### src/rtl/ahfp_sub_arbiter.sv
// Round-robin arbiter that shares one fixed-latency FP subtractor among NUM_REQ clients.
// A tag pipeline matched to LATENCY steers each result back to its issuer as a one-cycle strobe.
module ahfp_sub_arbiter #(
  parameter int NUM_REQ = 4,
  parameter int LATENCY = 7,
  parameter int CNT_W   = 4
) (
  input  logic                    clk,
  input  logic                    reset_n,
  input  logic                    hold,
  input  logic [NUM_REQ-1:0]      req_valid,
  input  logic [32*NUM_REQ-1:0]   req_dataa,
  input  logic [32*NUM_REQ-1:0]   req_datab,
  output logic [NUM_REQ-1:0]      req_ready,
  output logic [31:0]             sub_dataa,
  output logic [31:0]             sub_datab,
  input  logic [31:0]             sub_result,
  output logic [NUM_REQ-1:0]      rsp_valid,
  output logic [31:0]             rsp_result,
  output logic [CNT_W-1:0]        in_flight,
  output logic                    idle
);

  localparam int IDW = $clog2(NUM_REQ);

  logic [IDW-1:0]     rr_ptr;
  logic [IDW-1:0]     winner;
  logic               found;
  logic               grant;
  logic               retire;
  logic [31:0]        last_a;
  logic [31:0]        last_b;
  logic [LATENCY-1:0] tag_vld;
  logic [IDW-1:0]     tag_id [LATENCY];

  // First pending requester at or after rr_ptr, wrapping around.
  always_comb begin
    int idx;
    idx    = 0;
    found  = 1'b0;
    winner = '0;
    for (int k = 0; k < NUM_REQ; k++) begin
      idx = int'(rr_ptr) + k;
      if (idx >= NUM_REQ) idx = idx - NUM_REQ;
      if (!found && req_valid[idx]) begin
        found  = 1'b1;
        winner = IDW'(idx);
      end
    end
  end

  assign grant = found && !hold && reset_n;

  always_comb begin
    req_ready = '0;
    if (grant) req_ready[winner] = 1'b1;
  end

  // Idle cycles replay the last operands so the subtractor inputs stay quiet.
  assign sub_dataa = grant ? req_dataa[32*winner +: 32] : last_a;
  assign sub_datab = grant ? req_datab[32*winner +: 32] : last_b;

  assign retire     = tag_vld[LATENCY-1];
  assign rsp_result = sub_result;

  always_comb begin
    rsp_valid = '0;
    if (retire) rsp_valid[tag_id[LATENCY-1]] = 1'b1;
  end

  assign idle = (in_flight == '0) && !grant;

  always_ff @(posedge clk or negedge reset_n) begin
    if (!reset_n) begin
      rr_ptr    <= '0;
      last_a    <= '0;
      last_b    <= '0;
      tag_vld   <= '0;
      in_flight <= '0;
    end else begin
      if (grant) begin
        rr_ptr <= (winner == IDW'(NUM_REQ - 1)) ? '0 : winner + 1'b1;
        last_a <= sub_dataa;
        last_b <= sub_datab;
      end
      tag_vld <= {tag_vld[LATENCY-2:0], grant};
      case ({grant, retire})
        2'b10:   in_flight <= in_flight + 1'b1;
        2'b01:   in_flight <= in_flight - 1'b1;
        default: in_flight <= in_flight;
      endcase
    end
  end

  // IDs are only consulted alongside their valid bit, so they need no reset.
  always_ff @(posedge clk) begin
    tag_id[0] <= winner;
    for (int k = 1; k < LATENCY; k++) tag_id[k] <= tag_id[k-1];
  end

  always @(posedge clk) begin
    if (reset_n) begin
      assert (in_flight <= CNT_W'(LATENCY));
      assert (!(grant && !retire && in_flight == CNT_W'(LATENCY)));
      assert (!(retire && !grant && in_flight == '0));
    end
  end

endmodule
### config.mk
export PLATFORM = sky130hd
export DESIGN_NAME = ahfp_sub_arbiter
export DESIGN_NICKNAME = d
export VERILOG_FILES = /design/src/rtl/ahfp_sub_arbiter.sv
export SDC_FILE = /design/constraint.sdc
export NUM_CORES = 1
export LEC_CHECK = 0
export ABC_AREA = 0
export ABC_CLOCK_PERIOD_IN_PS = 3400
export BUFFER_PORTS_ARGS = -buffer_cell sky130_fd_sc_hd__clkbuf_2
export CORE_AREA = 5 5 152 154
export CTS_CLUSTER_DIAMETER = 120
export DETAILED_ROUTE_END_ITERATION = 8
export DIE_AREA = 0 0 157 159
export GPL_ROUTABILITY_DRIVEN = 0
export PLACE_DENSITY = 0.62
export SLEW_MARGIN = 20
export SYNTH_ARGS = -nofsm -noshare
export SYNTH_HDL_FRONTEND = slang
export SYNTH_SLANG_ARGS = --single-unit
### constraint.sdc
create_clock -name clk -period 3.4 [get_ports clk]
set_clock_uncertainty 0.15 [all_clocks]
set_input_delay 0.68 -clock clk [delete_from_list [all_inputs] [get_ports clk]]
set_output_delay 0.68 -clock clk [all_outputs]
set_load 0.05 [all_outputs]
==> flow_metrics.py <==
metrics = {
    "routing": {
        "vias": 7259,
        "first_pass_iters": 5,
        "routed_wl_mm": 26.8,
        "ant_nets": 0,
        "viasPerCell": 5.76,
        "wl_per_cell_microns": 21.2,
        "first_iter_violations": 467,
        "drc": 0,
    },
    "floorplan": {
        "core_area_sq_mm": 0.0216,
        "die_area_sq_mm": 0.0250,
        "start_util": 0.311,
        "die_y_microns": 159,
        "rows": 54,
        "ios": 404,
        "die_w_microns": 157,
    },
    "setup_path": {
        "cp-start-kind": "input pin",
        "ff2ff_setup_slack_ns": 1.10,
        "crit_fanout": 9,
        "cp-end-kind": "primary output",
        "reg2reg_depth": 7,
        "r2r_start": "rr_ptr[1]",
        "crit_type": "in -> out",
        "r2r-end": "last_a[19]",
        "critical_path_arrival_ns": 2.60,
        "critPathRequiredTime_ns": 2.57,
    },
    "cells_and_area": {
        "drive_above_1_share": 0.532,
        "multiInputGateArea_sq_mm": 0.00390,
        "syn2layout_area_growth_pct": 53.9,
        "nNetsFinal": 1277,
        "finish.utilization": 0.478,
        "fillers": 1977,
        "seq_area_sq_mm": 0.00221,
    },
    "clocking": {
        "insertion_delay_ns": 0.35,
        "cts.root.buffer_cell": "clkbuf_16",
        "cts_htree_levels": 3,
        "ctsLongestPathBuffers": 2,
        "ctsHoldBuffers": 0,
        "cts.sinks": 91,
        "tritoncts": "built",
        "clk_pin_slew_ns": 0.08,
        "cts_buffers": 9,
    },
    "yosys": {
        "syn_area_per_cell_sq_um": 10.2,
        "synthXorXnorAreaFrac": 0.00654,
        "synth_top_family_by_area": "compound AO/OA/AOI/OAI gates",
        "yosysTopAreaCellShare": 0.288,
        "synth-async-reset-ratio": 0.846,
        "synth_area_leaders": "dfrtp_1, a221o_1, mux2_4, o31ai_1, nand4_1",
        "synth.most_common_cell": "a221o_1",
        "yosys_warnings": 0,
        "syn_area_sq_mm": 0.00670,
        "ys_types": 43,
        "synthSimpleGateAreaFrac": 0.0893,
        "synth_compound_area_frac": 0.327,
        "synth_nets": 957,
        "ys_ff_latch": 91,
        "synth_cells": 655,
        "muxShareOfSynthArea": 0.136,
        "seq_area_frac_synth": 0.330,
        "synth_common_cells": "a221o_1, dfrtp_1, a21oi_1",
        "ys.flop_type": "dfrtp_1",
        "synth_top_area_cell": "dfrtp_1",
        "synth-edff-count": 0,
        "synthAdderAreaFrac": 0.0131,
    },
    "timing": {
        "relSlewSlack": 0.614,
        "hold_violations": 0,
        "post-route-period-util": 1.01,
        "drv_slew": 0,
        "fmax_mhz": 291,
        "tightestPinTransition_ns": 0.578,
        "min_period_ns": 3.43,
        "rsz0062_at_grt": "yes",
        "hold_slack_ns": 0.172,
        "finalSetupViolCount": 7,
        "fin_ws_ns": -0.0340,
    },
    "min_path": {
        "hold-path-endpoint": "tag_id[6][1]",
        "min_path_cells": 0,
        "min_path_type": "reg -> reg",
        "hp-start": "tag_id[5][1]",
    },
    "run_status": {
        "failed_checks": "setup timing",
        "outcome": "finished, violations left",
    },
    "power_and_ir_drop": {
        "power.leakage_nw": 4.94,
        "cellPowerDensity_mw_per_mm2": 871,
        "vdd_ir_drop_max_mv": 0.362,
    },
    "global_routing": {
        "track_usage": 0.200,
        "grt_max_degree": 65,
        "gr-usage-met1": 0.251,
        "gr-usage-met3": 0.0454,
        "grt_pass1_vias": 7252,
        "grt_busiest_layer": "met2",
        "grt_pass1_wl_mm": 39.6,
        "antenna_found_initial": 2,
        "met2_usage": 0.329,
        "overflow": 0,
    },
    "place": {
        "dp_hpwl_mm": 18.7,
        "portBuffers": 339,
    },
    "flow_run": {
        "cap_viol_max_count": 0,
    },
}
[worst max path at each step]
stage / startpoint / endpoint / slack (ns) / cells after the start
4_1_cts: rr_ptr[0] / sub_dataa[2] / -0.03 / 8
6_report: req_valid[0] / sub_datab[9] / -0.03 / 9
2_1_floorplan: req_valid[0] / sub_datab[10] / 0.13 / 8
3_5_place_dp: req_valid[3] / sub_datab[27] / -0.05 / 9
3_3_place_gp: req_valid[3] / sub_dataa[30] / -0.05 / 9
5_1_grt: rr_ptr[1] / sub_dataa[2] / -0.11 / 8
[registers in the layout (all words and copies together) (netlist names)]
| signal | flops |
|---|---|
| tag_vld | 7 |
| last_a | 32 |
| last_b | 32 |
| tag_id | 14 |
| rr_ptr | 2 |
| in_flight | 4 |
[cells by family after synthesis]
kind of cell             count (synthesis)
AO/OA/AOI/OAI                          273
buffers and inverters                  119
AND/OR/NAND/NOR                         95
flip-flops                              91
multiplexers                            65
adder cells (fa/ha/maj)                  7
XOR/XNOR                                 5
[metal layers]
metal | vias up | part of all wire
met5 | - | 0.00049
met4 | 2 | 0.029
met3 | 60 | 0.080
met2 | 387 | 0.49
met1 | 3472 | 0.40
li1 | 3338 | -
[where the power goes]
group,internal [W],switching (W),leakage [nW]
combinational,0.00281,0.00327,3.71
clock,0.000531,0.000515,0.153
sequential,0.00155,0.000289,1.08
total,0.00490,0.00408,4.94
[metrics by stage]
| step | power, W | cell area, sq um | setup WS [ns] | setup TNS, ns | instances |
|---|---|---|---|---|---|
| after detailed placement | 0.00746 | 9480 | -0.0499 | -1.27 | 1237 |
| after CTS | 0.00887 | 10100 | -0.0296 | -0.200 | 1253 |
| after global placement | 0.00741 | 9480 | -0.0477 | -0.796 | 1237 |
| final | 0.00897 | 10300 | -0.0340 | -0.0537 | 1261 |
| after global routing | 0.00940 | 10300 | -0.113 | -4.67 | 1261 |
| after floorplan | 0.00551 | 6700 | 0.132 | 0 | 655 |
[cell type report]
| class | count | share of cell area |
|---|---|---|
| diodes | 1 | 0.000243 |
| clock buffers | 9 | 0.0219 |
| clock inverters | 7 | 0.00862 |
| inverters | 4 | 0.00194 |
| multi-input cells | 445 | 0.379 |
| flip-flops and latches | 91 | 0.214 |
| well taps | 280 | 0.0340 |
| repair buffers | 424 | 0.340 |
[critical path, cell delays in order]
cell and delay, ns:
clkbuf_4 0.15, or4_1 0.47, and3b_2 0.28, inv_4 0.09, nor2_4 0.05, buf_12 0.15
buf_16 0.15, a221o_1 0.39, buf_12 0.18
[cell usage in the layout, fill, tap and decap left out, drive strengths merged, types with 2 or more instances in the layout]
cell type / netlist / final
or4: 2 / 2
dfxtp: 14 / 14
a21oi: 68 / 68
clkbuf: 45 / 292
o21ai: 6 / 6
dfrtp: 77 / 77
o31ai: 65 / 65
and3: 2 / 2
nand2b: 2 / 2
buf: 70 / 141
and3b: 2 / 2
nand4: 64 / 64
clkinv: 1 / 3
nand2: 4 / 4
inv: 3 / 8
mux2: 65 / 65
a211oi: 2 / 2
ha: 7 / 7
nor2: 6 / 6
and2: 5 / 5
a221o: 128 / 128
xor2: 4 / 4
[repair_timing]
item | CTS | global route
gates resized for setup | 70 | 36
setup buffers | 0 | 3
pin swaps | 5 | 6
endpoints found under the hold margin | 0 | 0
setup endpoints to repair | 64 | 64
gates cloned | 0 | 4
Power figures use the tool's default switching activity.
